`config.mk`:
```
export PLATFORM = sky130hd
export DESIGN_NAME = apb_timer_slave_flat
export DESIGN_NICKNAME = d
export VERILOG_FILES = /design/src/rtl/apb_timer_slave_if.sv /design/src/rtl/apb_timer_slave.sv /design/src/flat_wrapper.sv
export SDC_FILE = /design/constraint.sdc
export NUM_CORES = 1
export LEC_CHECK = 0
export ABC_CLOCK_PERIOD_IN_PS = 3550
export CAP_MARGIN = 20
export CORE_UTILIZATION = 56
export DETAILED_ROUTE_END_ITERATION = 6
export PLACE_DENSITY = 0.81
export SLEW_MARGIN = 15
export SYNTH_ARGS = -nofsm -noshare
export SYNTH_HDL_FRONTEND = slang
export SYNTH_SLANG_ARGS = --single-unit
```
`constraint.sdc`:
```
create_clock -name hclk -period 3.55 [get_ports hclk]
set_clock_uncertainty 0.2 [all_clocks]
set_input_delay 0.71 -clock hclk [delete_from_list [all_inputs] [get_ports hclk]]
set_output_delay 0.71 -clock hclk [all_outputs]
set_load 0.005 [all_outputs]
```
`src/rtl/apb_timer_slave_if.sv`:
```
// APB slave-side bus bundle for the timer: the bridge drives the request
// fields, the timer returns registered read data. No PREADY/PSLVERR.
interface apb_timer_slave_if;
  logic        psel;
  logic        penable;
  logic        pwrite;
  logic [11:0] paddr;
  logic [31:0] pwdata;
  logic [31:0] prdata;

  modport master (output psel, penable, pwrite, paddr, pwdata, input prdata);
  modport slave  (input psel, penable, pwrite, paddr, pwdata, output prdata);
endinterface

```
`src/rtl/apb_timer_slave.sv`:
```
// Prescaled down-counting timer behind a zero-wait-state APB port.
// LOAD/VALUE/CTRL/INTCLR/INTSTAT at word offsets 0x00..0x10; every other
// offset reads 0 and swallows writes. One level interrupt = INT_RAW & IE.
module apb_timer_slave #(
  parameter int CNT_WIDTH = 32
) (
  input  logic                 hclk,
  input  logic                 hrst_b,
  apb_timer_slave_if.slave     apb,
  output logic                 tim_int
);

  logic [CNT_WIDTH-1:0] r_load, r_value;
  logic                 r_en, r_oneshot, r_ie, r_int_raw;
  logic [7:0]           r_presc, r_pcnt;
  logic [31:0]          r_prdata;

  logic [9:0]  w_off;
  logic        w_wr, w_rd_setup;
  logic        w_wr_load, w_wr_ctrl, w_wr_intclr;
  logic        w_tick, w_expire;
  logic [31:0] w_rdata;
  logic        w_unused;

  assign w_off       = apb.paddr[11:2];
  assign w_wr        = apb.psel & apb.penable & apb.pwrite;
  assign w_rd_setup  = apb.psel & ~apb.penable & ~apb.pwrite;
  assign w_wr_load   = w_wr & (w_off == 10'd0);
  assign w_wr_ctrl   = w_wr & (w_off == 10'd2);
  assign w_wr_intclr = w_wr & (w_off == 10'd3);

  // A LOAD write on the expiring tick suppresses decrement, reload, INT set
  // and one-shot auto-stop: the freshly written count takes over.
  assign w_tick   = r_en & (r_pcnt == r_presc);
  assign w_expire = w_tick & (r_value == '0) & ~w_wr_load;

  assign w_unused = &{1'b0, apb.paddr[1:0], apb.pwdata};

  // Read mux; only sampled on read setup cycles, narrow fields zero-extend.
  always_comb begin
    w_rdata = '0;
    case (w_off)
      10'd0: w_rdata[CNT_WIDTH-1:0] = r_load;
      10'd1: w_rdata[CNT_WIDTH-1:0] = r_value;
      10'd2: w_rdata = {16'd0, r_presc, 5'd0, r_ie, r_oneshot, r_en};
      10'd4: w_rdata = {30'd0, r_int_raw & r_ie, r_int_raw};
      default: w_rdata = '0;
    endcase
  end

  // Registered read data, captured in the setup cycle, held otherwise.
  always_ff @(posedge hclk or negedge hrst_b) begin
    if (!hrst_b)         r_prdata <= '0;
    else if (w_rd_setup) r_prdata <= w_rdata;
  end

  // LOAD and CTRL; a CTRL write beats the one-shot auto-clear of EN.
  always_ff @(posedge hclk or negedge hrst_b) begin
    if (!hrst_b) begin
      r_load    <= '0;
      r_en      <= 1'b0;
      r_oneshot <= 1'b0;
      r_ie      <= 1'b0;
      r_presc   <= '0;
    end else begin
      if (w_wr_load) r_load <= apb.pwdata[CNT_WIDTH-1:0];
      if (w_wr_ctrl) begin
        r_en      <= apb.pwdata[0];
        r_oneshot <= apb.pwdata[1];
        r_ie      <= apb.pwdata[2];
        r_presc   <= apb.pwdata[15:8];
      end else if (w_expire && r_oneshot) begin
        r_en <= 1'b0;
      end
    end
  end

  // Prescaler: restarts from 0 on disable, on LOAD/CTRL writes and per tick.
  always_ff @(posedge hclk or negedge hrst_b) begin
    if (!hrst_b)                               r_pcnt <= '0;
    else if (!r_en || w_wr_load || w_wr_ctrl) r_pcnt <= '0;
    else if (w_tick)                           r_pcnt <= '0;
    else                                       r_pcnt <= r_pcnt + 8'd1;
  end

  // Down-counter: LOAD write first, then decrement or periodic reload.
  always_ff @(posedge hclk or negedge hrst_b) begin
    if (!hrst_b)                 r_value <= '0;
    else if (w_wr_load)          r_value <= apb.pwdata[CNT_WIDTH-1:0];
    else if (w_tick) begin
      if (r_value != '0)         r_value <= r_value - CNT_WIDTH'(1);
      else if (!r_oneshot)       r_value <= r_load;
    end
  end

  // Raw interrupt: an expiry on the same edge as INTCLR keeps it set.
  always_ff @(posedge hclk or negedge hrst_b) begin
    if (!hrst_b)          r_int_raw <= 1'b0;
    else if (w_expire)    r_int_raw <= 1'b1;
    else if (w_wr_intclr) r_int_raw <= 1'b0;
  end

  assign apb.prdata = r_prdata;
  assign tim_int    = r_int_raw & r_ie;

endmodule

```
`src/flat_wrapper.sv`:
```
// flat-port wrapper written by rule: the top's interface ports become plain ports
module apb_timer_slave_flat 
#(
  parameter int CNT_WIDTH = 32
)
  (hclk, hrst_b, tim_int, apb_psel, apb_penable, apb_pwrite, apb_paddr, apb_pwdata, apb_prdata);
  apb_timer_slave_if apb_i ();
  input  logic hclk;
  input  logic hrst_b;
  output logic tim_int;
  input wire logic [$bits(apb_i.psel)-1:0] apb_psel;
  input wire logic [$bits(apb_i.penable)-1:0] apb_penable;
  input wire logic [$bits(apb_i.pwrite)-1:0] apb_pwrite;
  input wire logic [$bits(apb_i.paddr)-1:0] apb_paddr;
  input wire logic [$bits(apb_i.pwdata)-1:0] apb_pwdata;
  output wire logic [$bits(apb_i.prdata)-1:0] apb_prdata;
  assign apb_i.psel = apb_psel;
  assign apb_i.penable = apb_penable;
  assign apb_i.pwrite = apb_pwrite;
  assign apb_i.paddr = apb_paddr;
  assign apb_i.pwdata = apb_pwdata;
  assign apb_prdata = apb_i.prdata;
  apb_timer_slave #(.CNT_WIDTH(CNT_WIDTH)) u_core (.hclk(hclk), .hrst_b(hrst_b), .apb(apb_i), .tim_int(tim_int));
endmodule
```
* After elaboration in Yosys (flattened, before gate mapping)
Index checks and enable logic that the tools add are counted.
** Word-level totals
- Bits in registers :: 116
- Output and inout bits :: 33
- Logic and storage cells :: 53
** Operators by class
- Bitwise gates (word level) :: 14
- Muxes and demuxes :: 11
- Eq/ne operators :: 6
- $add $sub $neg :: 2
- Reductions and logical operators :: 11
** Operators with widths (number)
- 32-bit 2-to-1 mux :: 4
- 32-bit case mux with 4 select lines :: 1
- 32-bit zero test :: 1
- 32-bit nonzero test :: 1
- 32-bit by 1-bit subtractor with 32-bit output (second input constant) :: 1
- 10-bit by 2-bit == test with 1-bit output (second input constant) :: 2
- 8-bit 2-to-1 mux :: 2
- 1-bit bitwise AND :: 11
- 10-bit by 1-bit == test with 1-bit output (second input constant) :: 1
- 10-bit by 3-bit == test with 1-bit output (second input constant) :: 1
- 10-bit zero test :: 1
- 8-bit by 1-bit adder with 8-bit output (second input constant) :: 1
- 8-bit == test :: 1
- 2-bit nonzero test :: 3
- 1-bit 2-to-1 mux :: 4
- 3-bit inequality test (second input constant) :: 1
- 1-bit inverter :: 3
- 1-bit logical OR :: 2
- 2-bit AND reduction :: 1
- 1-bit logical AND :: 1
- 1-bit zero test :: 1

* Depth between registers and ports, before layout
Gate-level depths: netlist of run 1.
- Depth in word-level cells :: 8
- Mapped depth :: 10
- Mapped depth without buffers :: 8

* Worst setup path before layout of run 1
Ideal clock, no wire load.
- Kind :: register -> register
- Start point :: register u_core.r_value[10]
- End point :: register u_core.r_value[1]
- Buffers on the path :: 2
- Slack :: 0.630 ns
- Setup time :: 0.125 ns
- Cell stages (with the launch flop) :: 8
- Data arrival time :: 2.596 ns
- Cells stage by stage :: dfrtp_1 > or4_1 > buf_2 > or3_1 > buf_6 > or4_4 > a21oi_4 > mux2_2
** Between the ends
- Longest elaborated chain between the ends :: 4
- Elaborated cells on any way between the ends :: 6
** RTL lines
- start: declaration :: RTL line apb_timer_slave.sv:13 : logic [CNT_WIDTH-1:0] r_load, r_value;
- start signal: assignment :: RTL line apb_timer_slave.sv:89 : else if (w_wr_load) r_value <= apb.pwdata[CNT_WIDTH-1:0];
- start signal: assignment :: RTL line apb_timer_slave.sv:91 : if (r_value != '0) r_value <= r_value - CNT_WIDTH'(1);
- start signal: assignment :: RTL line apb_timer_slave.sv:92 : else if (!r_oneshot) r_value <= r_load;
- 32-bit nonzero test (*) :: RTL line apb_timer_slave.sv:91
- 32-bit 2-to-1 mux :: RTL line apb_timer_slave.sv:91
- 32-bit 2-to-1 mux :: RTL line apb_timer_slave.sv:90 : else if (w_tick) begin
- 32-bit 2-to-1 mux :: RTL line apb_timer_slave.sv:89
Mark *: on every way between the ends. The rest lies on a longest branch, timed or not. The select of a mux whose other input is x is not followed.
A chain may end at the register's enable or synchronous reset.

* Final worst setup path of run 1
- Start point :: register u_core.r_value[10]
- End point :: register u_core.r_value[3]
Same word-level chain as after synthesis.

==> metrics.txt, run 1 <==
Layout Area Growth over Synthesis=27.7%; Final nets=around 870; Sink Count=approximately 120; pre-CTS WS=roughly 0.21 ns; Syn Nets=approximately 760; Clk pin slew, worst setup/hold paths=around 0.06 ns; Setup crit end kind=flop; Maximum Capacitance Violations=0; Post-Syn Area=~6300 um2; post-CTS setup buffers=0; Layout Cells excl Fill=~970; worst-margin pin slew=about 1.1 ns; Tcrit/Tclk final=91.2%; Final setup viols=0; I/O pin total=82; CP startpoint kind=flop; Simple-Gate Fraction of Synth Area=24.4%; FFs w/ async S/R, synth=100%; cells after synthesis=a little over 700; Critical R2R Capture=u_core.r_value[3]; library cells used by synthesis=63; multiplexer share of the synthesized area=approximately 3.4%; FP Rows=38; DRT antenna net count=0; min Tclk post-route=3.24 ns; largest family of logic cells by synthesized area=simple AND/OR/NAND/NOR gates; Die ar.=11,700 um2; unrepaired setup endpoints after global routing=false; input/output buffers=79; CTS Buf Count=17; dpl cells=~930; Final Util=around 74%; failing checks=DRC; Reg-to-Reg Start=u_core.r_value[10]; hold_buf cts=0; Die Span X=between 100 and 150 um; grt ovf=0; vias in the first global route=6,205; DP Wirelength=14,700 um; drt wl/cell=~22 um; Max H-tree Level=4; largest net degree at the start of global routing=56; clock root buffer=clkbuf_16; clk buf depth=2; die span in y=around 110 um; Main synth FF type=dfrtp_1; number of flops mapped to enable cells by yosys=0; Pre-antenna DRT Iters=7; PostCTS Resize Cnt=0; Final WS setup=0.313 ns; most common library cells after synthesis=138 x nand2_1, 116 x dfrtp_1, 51 x o21ai_0, 39 x nor2_1, 36 x clkbuf_1; Slew Viols, Final=0; GRT Util Overall=between 30% and 40%; share of layout cells above drive strength 1=13.3%; vias=~6,400; Max-slew headroom=between 20% and 30%; outcome=finished with violations; GP Congestion=approximately 0.95; top cells by area, synth=dfrtp_1 46%, nand2_1 8.2%, o21ai_0 4.0%; Initial Utilization=roughly 58%; most frequent cell after synthesis=nand2_1; # diodes=0; Hold/Removal Path Class=primary input to async pin; vias per inst=between 6 and 7; final WL=21,500 um; worst-path maximum fanout=18; CTS tree=yes; core area=approximately 11,000 um2; FMAX=between 300 and 400 MHz; setup slack, reg-to-reg=about 0.31 ns; register area share after synthesis=a little under half; Syn. warnings=0; first-pass GRT wire length=33,400 um; DRC viols=6; initial DRC count=655; initial antenna violation count=0; Final Hold Fails=0; post-synthesis compound-gate area fraction=18.8%; xor/xnor cell area share of the yosys netlist=under 10%; post-synth top area share=a little under half; CP Class=flop to flop; largest area contributor in the netlist=dfrtp_1; synthesized-area fraction occupied by adder cells=less than 1%; Worst Path Required=about 3.7 ns; Mean Syn Cell Area=around 8.9 um2; #FFs+latches synth=116; static leakage=0.00344 uW; power per cell area=537 nW/um2; Worst Path Arrival=3.34 ns; FF-to-FF path depth=8; clk_lat worst skew=approximately 0.43 ns; VDD IR max=approximately 0.00057 V; setup TNS=0 ns
per-layer routing:
layer	GRT usage, %	vias up	share of wire, %
met5	0	-	0
met4	18.0	0	3.5
met3	10.5	76	11
met2	60.8	426	46
met1	49.7	3045	40
li1	-	2816	-
kinds of logic after synthesis:
group | count (synthesis)
fa+ha+maj | 4
flops | 116
xor+xnor | 20
compound gates | 179
simple gates | 314
buf+inv | 58
mux | 20
flip-flops by register name, summed over array words and instances, names as in the netlist:
signal / cells
u_core.r_ie: 1
u_core.r_pcnt: 8
u_core.r_load: 32
u_core.r_en: 1
u_core.r_presc: 8
u_core.apb.prdata: 32
u_core.r_value: 32
u_core.r_int_raw: 1
u_core.r_oneshot: 1
worst max-delay path: stages (launching register included):
cell,delay (ns)
dfrtp_1,0.45
or4_1,0.65
or3_1,0.42
buf_4,0.21
nor4_4,0.27
buf_4,0.31
mux2i_1,0.27
o21ai_1,0.07
mux2_2,0.26
through the flow:
stage	hold slack [ns]	power, uW	instance area [um2]
after floorplan	0.214	2180	6330
after CTS	0.0285	4310	8080
final	0.0200	4340	8080
after global placement	0.260	2650	7520
after global routing	0.0452	4490	8080
after detailed placement	0.273	2670	7520
worst max path at each step:
stage / startpoint / depth (start not counted) / endpoint / slack, ns
detailed placement: apb_paddr[9] / 5 / u_core.apb.prdata[14] / 0.21
CTS: u_core.r_value[10] / 8 / u_core.r_value[3] / 0.34
floorplan: u_core.r_value[10] / 7 / u_core.r_value[1] / 0.63
global route: u_core.r_value[10] / 8 / u_core.r_value[12] / 0.20
finish: u_core.r_value[10] / 8 / u_core.r_value[3] / 0.31
global placement: apb_paddr[9] / 7 / u_core.r_value[16] / 0.28
cell usage in the layout, fill, tap and decap left out, drive strengths merged, types with 7 or more instances in the layout:
master,n
clkdlybuf4s50,78
a222oi,9
a21oi,21
mux2,13
nand2,138
xnor2,14
and2,7
o21ai,70
nand3,21
mux2i,7
clkbuf,21
inv,13
a22oi,25
a211oi,7
dfrtp,116
o211ai,7
nor4,19
nand4,12
nor3,34
nor2,39
or3,7
buf,51
final cells by class:
cell class	count	area [um2]
Inverter	12	45.0
Sequential cell	116	2900
Clock inverter	11	105
Clock buffer	21	450
Timing Repair Buffer	129	1200
Tap cell	140	175
Multi-Input combinational cell	537	3200
Fill cell	852	2860
report_power, final:
part	total [uW]	switching (uW)	internal, uW
Combinational	1140	696	449
Sequential	1580	156	1420
Clock	1610	634	980
(Power assumes the default switching activity.)
==> run 2, diff against run 1 <==
--- a/config.mk
+++ b/config.mk
@@ -10,6 +10,7 @@
 export CORE_UTILIZATION = 56
 export DETAILED_ROUTE_END_ITERATION = 6
 export PLACE_DENSITY = 0.81
+export REMOVE_ABC_BUFFERS = 1
 export SLEW_MARGIN = 15
 export SYNTH_ARGS = -nofsm -noshare
 export SYNTH_HDL_FRONTEND = slang
==> run 2 against run 1 <==
The run still ends with DRC left. Power rose by 2.7%. Cell area about the same. Non-clock buffer count shrank 4. Sequential cell count did not move. Sequential power about the same. Core utilization hardly changed. Via count decreased by 0.33%. Critical path type unchanged.
==> metrics.txt, run 2 (synthesis results as in run 1) <==
Worst Path Arrival=about 3.3 ns; Initial Utilization=between 50% and 60%; CP Class=flop to flop; # diodes=0; Max H-tree Level=4; VDD IR max=roughly 0.00049 V; hold_buf cts=0; Clk pin slew, worst setup/hold paths=about 0.05 ns; CTS tree=yes; CTS Buf Count=17; PostCTS Resize Cnt=0; Maximum Capacitance Violations=0; outcome=finished with violations; initial antenna violation count=0; GP Congestion=0.932; worst-margin pin slew=roughly 0.71 ns; GRT Util Overall=between 30% and 40%; final WL=around 21,000 um; input/output buffers=between 70 and 80; pre-CTS WS=about 0.17 ns; Worst Path Required=~3.7 ns; Critical R2R Capture=u_core.r_value[1]; first-pass GRT wire length=~33,000 um; unrepaired setup endpoints after global routing=false; clk buf depth=2; DP Wirelength=14,100 um; worst-path maximum fanout=15; post-CTS setup buffers=0; vias per inst=between 6 and 7; I/O pin total=82; setup slack, reg-to-reg=0.39 ns; drt wl/cell=about 22 um; Final WS setup=0.386 ns; Final Hold Fails=0; core area=roughly 11,000 um2; Sink Count=between 100 and 150; Final nets=between 800 and 900; min Tclk post-route=3.16 ns; share of layout cells above drive strength 1=12.8%; Die Span X=~110 um; Max-slew headroom=52.1%; failing checks=DRC; DRT antenna net count=0; most frequent cells in the layout=138 x nand2_1, 116 x dfrtp_1, 78 x clkdlybuf4s50_1, 51 x o21ai_0, 45 x buf_4; Worst path max stage delay=0.62 ns; CP Cell Sequence=or4_1, or3_1, buf_4, nor4_4, buf_4, mux2i_1, o21ai_1, mux2_2; vias in the first global route=slightly above 6,000; Hold/Removal Path Class=primary input to async pin; clock root buffer=clkbuf_16; static leakage=0.00344 uW; Worst Setup SP=u_core.r_value[11]; final std cell area, no fill=~8100 um2; Die ar.=around 12,000 um2; Layout Area Growth over Synthesis=27.7%; CP startpoint kind=flop; FMAX=316 MHz; Final setup viols=0; most common cell after layout, fill and taps aside=nand2_1; largest net degree at the start of global routing=a little under 70; Slew Viols, Final=0; initial DRC count=between 600 and 700; cell mode on critical path=buf_4; power per cell area=between 500 and 600 nW/um2; area post-placement=~7500 um2; Final Util=approximately three quarters; Reg-to-Reg Start=u_core.r_value[11]; FF-to-FF path depth=8; Setup crit end kind=flop; vias=between 6,000 and 7,000; grt ovf=0; CP max-delay cell=or4_1; Tcrit/Tclk final=roughly nine tenths; Pre-antenna DRT Iters=7; die span in y=between 100 and 150 um; DRC viols=9; clk_lat worst skew=about 0.42 ns; FP Rows=38; setup TNS=0 ns
run 2: cell types whose count changed in the layout (fill, tap and decap cells not counted), sizes merged:
| cell | before | now |
|---|---|---|
| clkbuf | 21 | 22 |
| buf | 51 | 47 |
| inv | 13 | 12 |
| clkinv | 5 | 3 |
| clkinvlp | 4 | 3 |
| bufinv | 1 | 3 |
run 2: critical path, delay by kind of cell (launching register included):
kind | cells | cell delay, ns
AND/OR/NAND/NOR | 3 | 1.33
multiplexers | 2 | 0.49
AO/OA/AOI/OAI | 1 | 0.09
buffers and inverters | 2 | 0.50
flip-flops | 1 | 0.42
run 2: area by class of cell:
type	instances	area [um2]
multi-input cells	537	3190
flip-flops and latches	116	2900
fillers	818	2860
repair buffers	125	1160
clock buffers	22	474
well taps	140	175
clock inverters	9	128
inverters	12	45.0
run 2: power by group:
group          total (uW)  switching, uW  internal, uW
Clock                1750            604          1150
Sequential           1590            168          1420
Combinational        1110            667           443
Total                4450           1440          3020
run 2: through the flow:
stage	hold slack [ns]	instances	power (uW)
floorplan	0.214	665	2140
global placement	0.260	930	2630
detailed placement	0.270	930	2670
CTS	0.138	961	4430
global route	0.167	961	4630
finish	0.110	961	4450
run 2: how the worst max path moves through the flow:
stage	to	slack, ns	cells after the start
2_1_floorplan	u_core.apb.prdata[10]	-1.23	5
3_3_place_gp	u_core.r_pcnt[3]	0.29	8
3_5_place_dp	u_core.r_pcnt[3]	0.17	8
4_1_cts	u_core.r_value[1]	0.41	8
5_1_grt	u_core.r_value[24]	0.21	7
6_report	u_core.r_value[1]	0.39	8
run 2: layer usage:
metal / GRT usage [%] / part of all wire (%)
met1: 47.5 / 39
met2: 61.2 / 49
met3: 7.23 / 8.5
met4: 19.7 / 3.6
met5: 0 / 0
==> run 3, diff against run 2 <==
--- a/config.mk
+++ b/config.mk
@@ -9,7 +9,7 @@
 export CAP_MARGIN = 20
 export CORE_UTILIZATION = 56
 export DETAILED_ROUTE_END_ITERATION = 6
-export PLACE_DENSITY = 0.81
+export PLACE_DENSITY = 0.88
 export REMOVE_ABC_BUFFERS = 1
 export SLEW_MARGIN = 15
 export SYNTH_ARGS = -nofsm -noshare
==> run 3 against run 2 <==
The flow still finishes with violations (DRC). Hold slack got worse by 0.078 ns. Count of clock-buffer cells in the layout did not move. Setup slack got worse by 0.13 ns. Power fell by 0.31%. Die area did not move. Combinational power barely moved. Core utilization fell by 0.092 points. Critical path depth fell by 1. Sequential share of layout area barely moved. Global-route usage rose by 0.55 points. First-iteration DRC count rose by 7.2%.
==> metrics.txt, run 3 (synthesis results as in run 1) <==
outcome=finished with violations; failing checks=DRC; min Tclk post-route=~3.3 ns; CP Class=flop to flop; hold_buf cts=0; Die Span X=108 um; clk_lat worst skew=0.43 ns; clk buf depth=2; CTS tree=yes; share of layout cells above drive strength 1=around an eighth; grt ovf=0; DP Wirelength=about 14,000 um; final WL=around 21,000 um; worst-path maximum fanout=14; CTS Buf Count=17; clock root buffer=clkbuf_16; Internal Power=3000 uW; vias=6,322; Final nets=~860; Final Hold Fails=0; FMAX=slightly above 300 MHz; setup slack, reg-to-reg=approximately 0.26 ns; Design Power=around 4400 uW; Maximum Capacitance Violations=0; drt wl/cell=roughly 22 um; Setup crit end kind=flop; Logic pwr share=about a quarter; initial antenna violation count=0; Switching Fraction=between 30 and 40%; Sink Count=116; GRT Util Overall=between 30% and 40%; Multi-input gate area=3190 um2; Reg-to-Reg Start=u_core.r_value[10]; Worst Path Required=3.62 ns; most common cell after layout, fill and taps aside=nand2_1; vias in the first global route=~6,400; static leakage=0.00344 uW; input/output buffers=around 80; DRC viols=2; FF-to-FF path depth=7; Slew Viols, Final=0; core area=between 10,000 and 15,000 um2; DRT antenna net count=0; Hold/Removal Path Class=primary input to async pin; initial DRC count=~700; Max-slew headroom=51.5%; sw power=roughly 1400 uW; power per cell area=550 nW/um2; Final Util=between 70 and 80%; Sequential Area=around 2900 um2; FP Rows=38; # diodes=0; CP startpoint kind=flop; unrepaired setup endpoints after global routing=false; Max H-tree Level=4; Final setup viols=0; first-pass GRT wire length=~33,000 um; Clk pwr share=roughly two fifths; GP Congestion=between 0.9 and 1; Critical R2R Capture=u_core.r_value[28]; VDD IR max=between 0.0004 and 0.0005 V; vias per inst=approximately 6.6; largest net degree at the start of global routing=55; Layout Area Growth over Synthesis=27.5%; Die ar.=between 10,000 and 15,000 um2; Clk pin slew, worst setup/hold paths=0.06 ns; die span in y=~110 um; PostCTS Resize Cnt=0; Reg power frac=35.6%; Fillers=around 800; Initial Utilization=roughly 58%; most frequent cells in the layout=138 x nand2_1, 116 x dfrtp_1, 78 x clkdlybuf4s50_1, 51 x o21ai_0, 42 x buf_4; worst-margin pin slew=0.720 ns; post-CTS setup buffers=0; Pre-antenna DRT Iters=7; Tcrit/Tclk final=92.7%; Worst Path Arrival=around 3.4 ns; I/O pin total=82
-- run 3: cell count changes in the layout (fill, tap and decap cells not counted), sizes merged --
| cell | previous run | this run |
|---|---|---|
| clkinvlp | 3 | 2 |
| buf | 47 | 45 |
| clkinv | 3 | 5 |
-- run 3: stage by stage --
step	setup TNS, ns	hold WS [ns]	instance area [um2]	std cells	setup WS (ns)
after floorplan	-35.43	0.214	6120	665	-1.23
after global placement	0	0.260	7470	928	0.221
after detailed placement	0	0.269	7470	928	0.122
after CTS	0	0.0443	8070	960	0.273
after global routing	0	0.0641	8070	960	0.138
final	0	0.0314	8070	960	0.258
-- run 3: area by class of cell --
| class | instances | area share (%) |
|---|---|---|
| Inverter | 12 | 0.558 |
| Timing Repair Buffer | 123 | 14.3 |
| Sequential cell | 116 | 36.0 |
| Multi-Input combinational cell | 537 | 39.6 |
| Clock inverter | 10 | 1.61 |
| Tap cell | 140 | 2.17 |
| Clock buffer | 22 | 5.75 |
-- run 3: how the worst max path moves through the flow --
stage,start,to,depth (start not counted)
2_1_floorplan,apb_paddr[9],u_core.apb.prdata[10],5
3_3_place_gp,apb_paddr[9],u_core.r_pcnt[7],8
3_5_place_dp,apb_paddr[9],u_core.r_pcnt[5],8
4_1_cts,u_core.r_value[10],u_core.r_value[28],7
5_1_grt,u_core.r_value[10],u_core.r_value[28],7
6_report,u_core.r_value[10],u_core.r_value[28],7
-- run 3: routing by layer --
layer,track usage [%],part of all wire [%]
met5,0,0
met4,18.7,3.3
met3,8.62,9.2
met2,62.1,49
met1,47.9,39
-- run 3: worst max-delay path, stage by stage (launching register included) --
cell	delay (ns)
dfrtp_1	0.44
or4_1	0.62
or3_1	0.49
buf_4	0.26
or4_1	0.51
a221o_1	0.31
a32oi_1	0.20
a21oi_1	0.11
-- run 3: power by group through the flow --
stage	clock network, uW	logic, uW	registers [uW]
2_1_floorplan	0	593	1550
3_3_place_gp	0	1050	1580
3_5_place_dp	0	1070	1590
4_1_cts	1750	1090	1570
5_1_grt	1820	1200	1590
6_report	1750	1110	1580
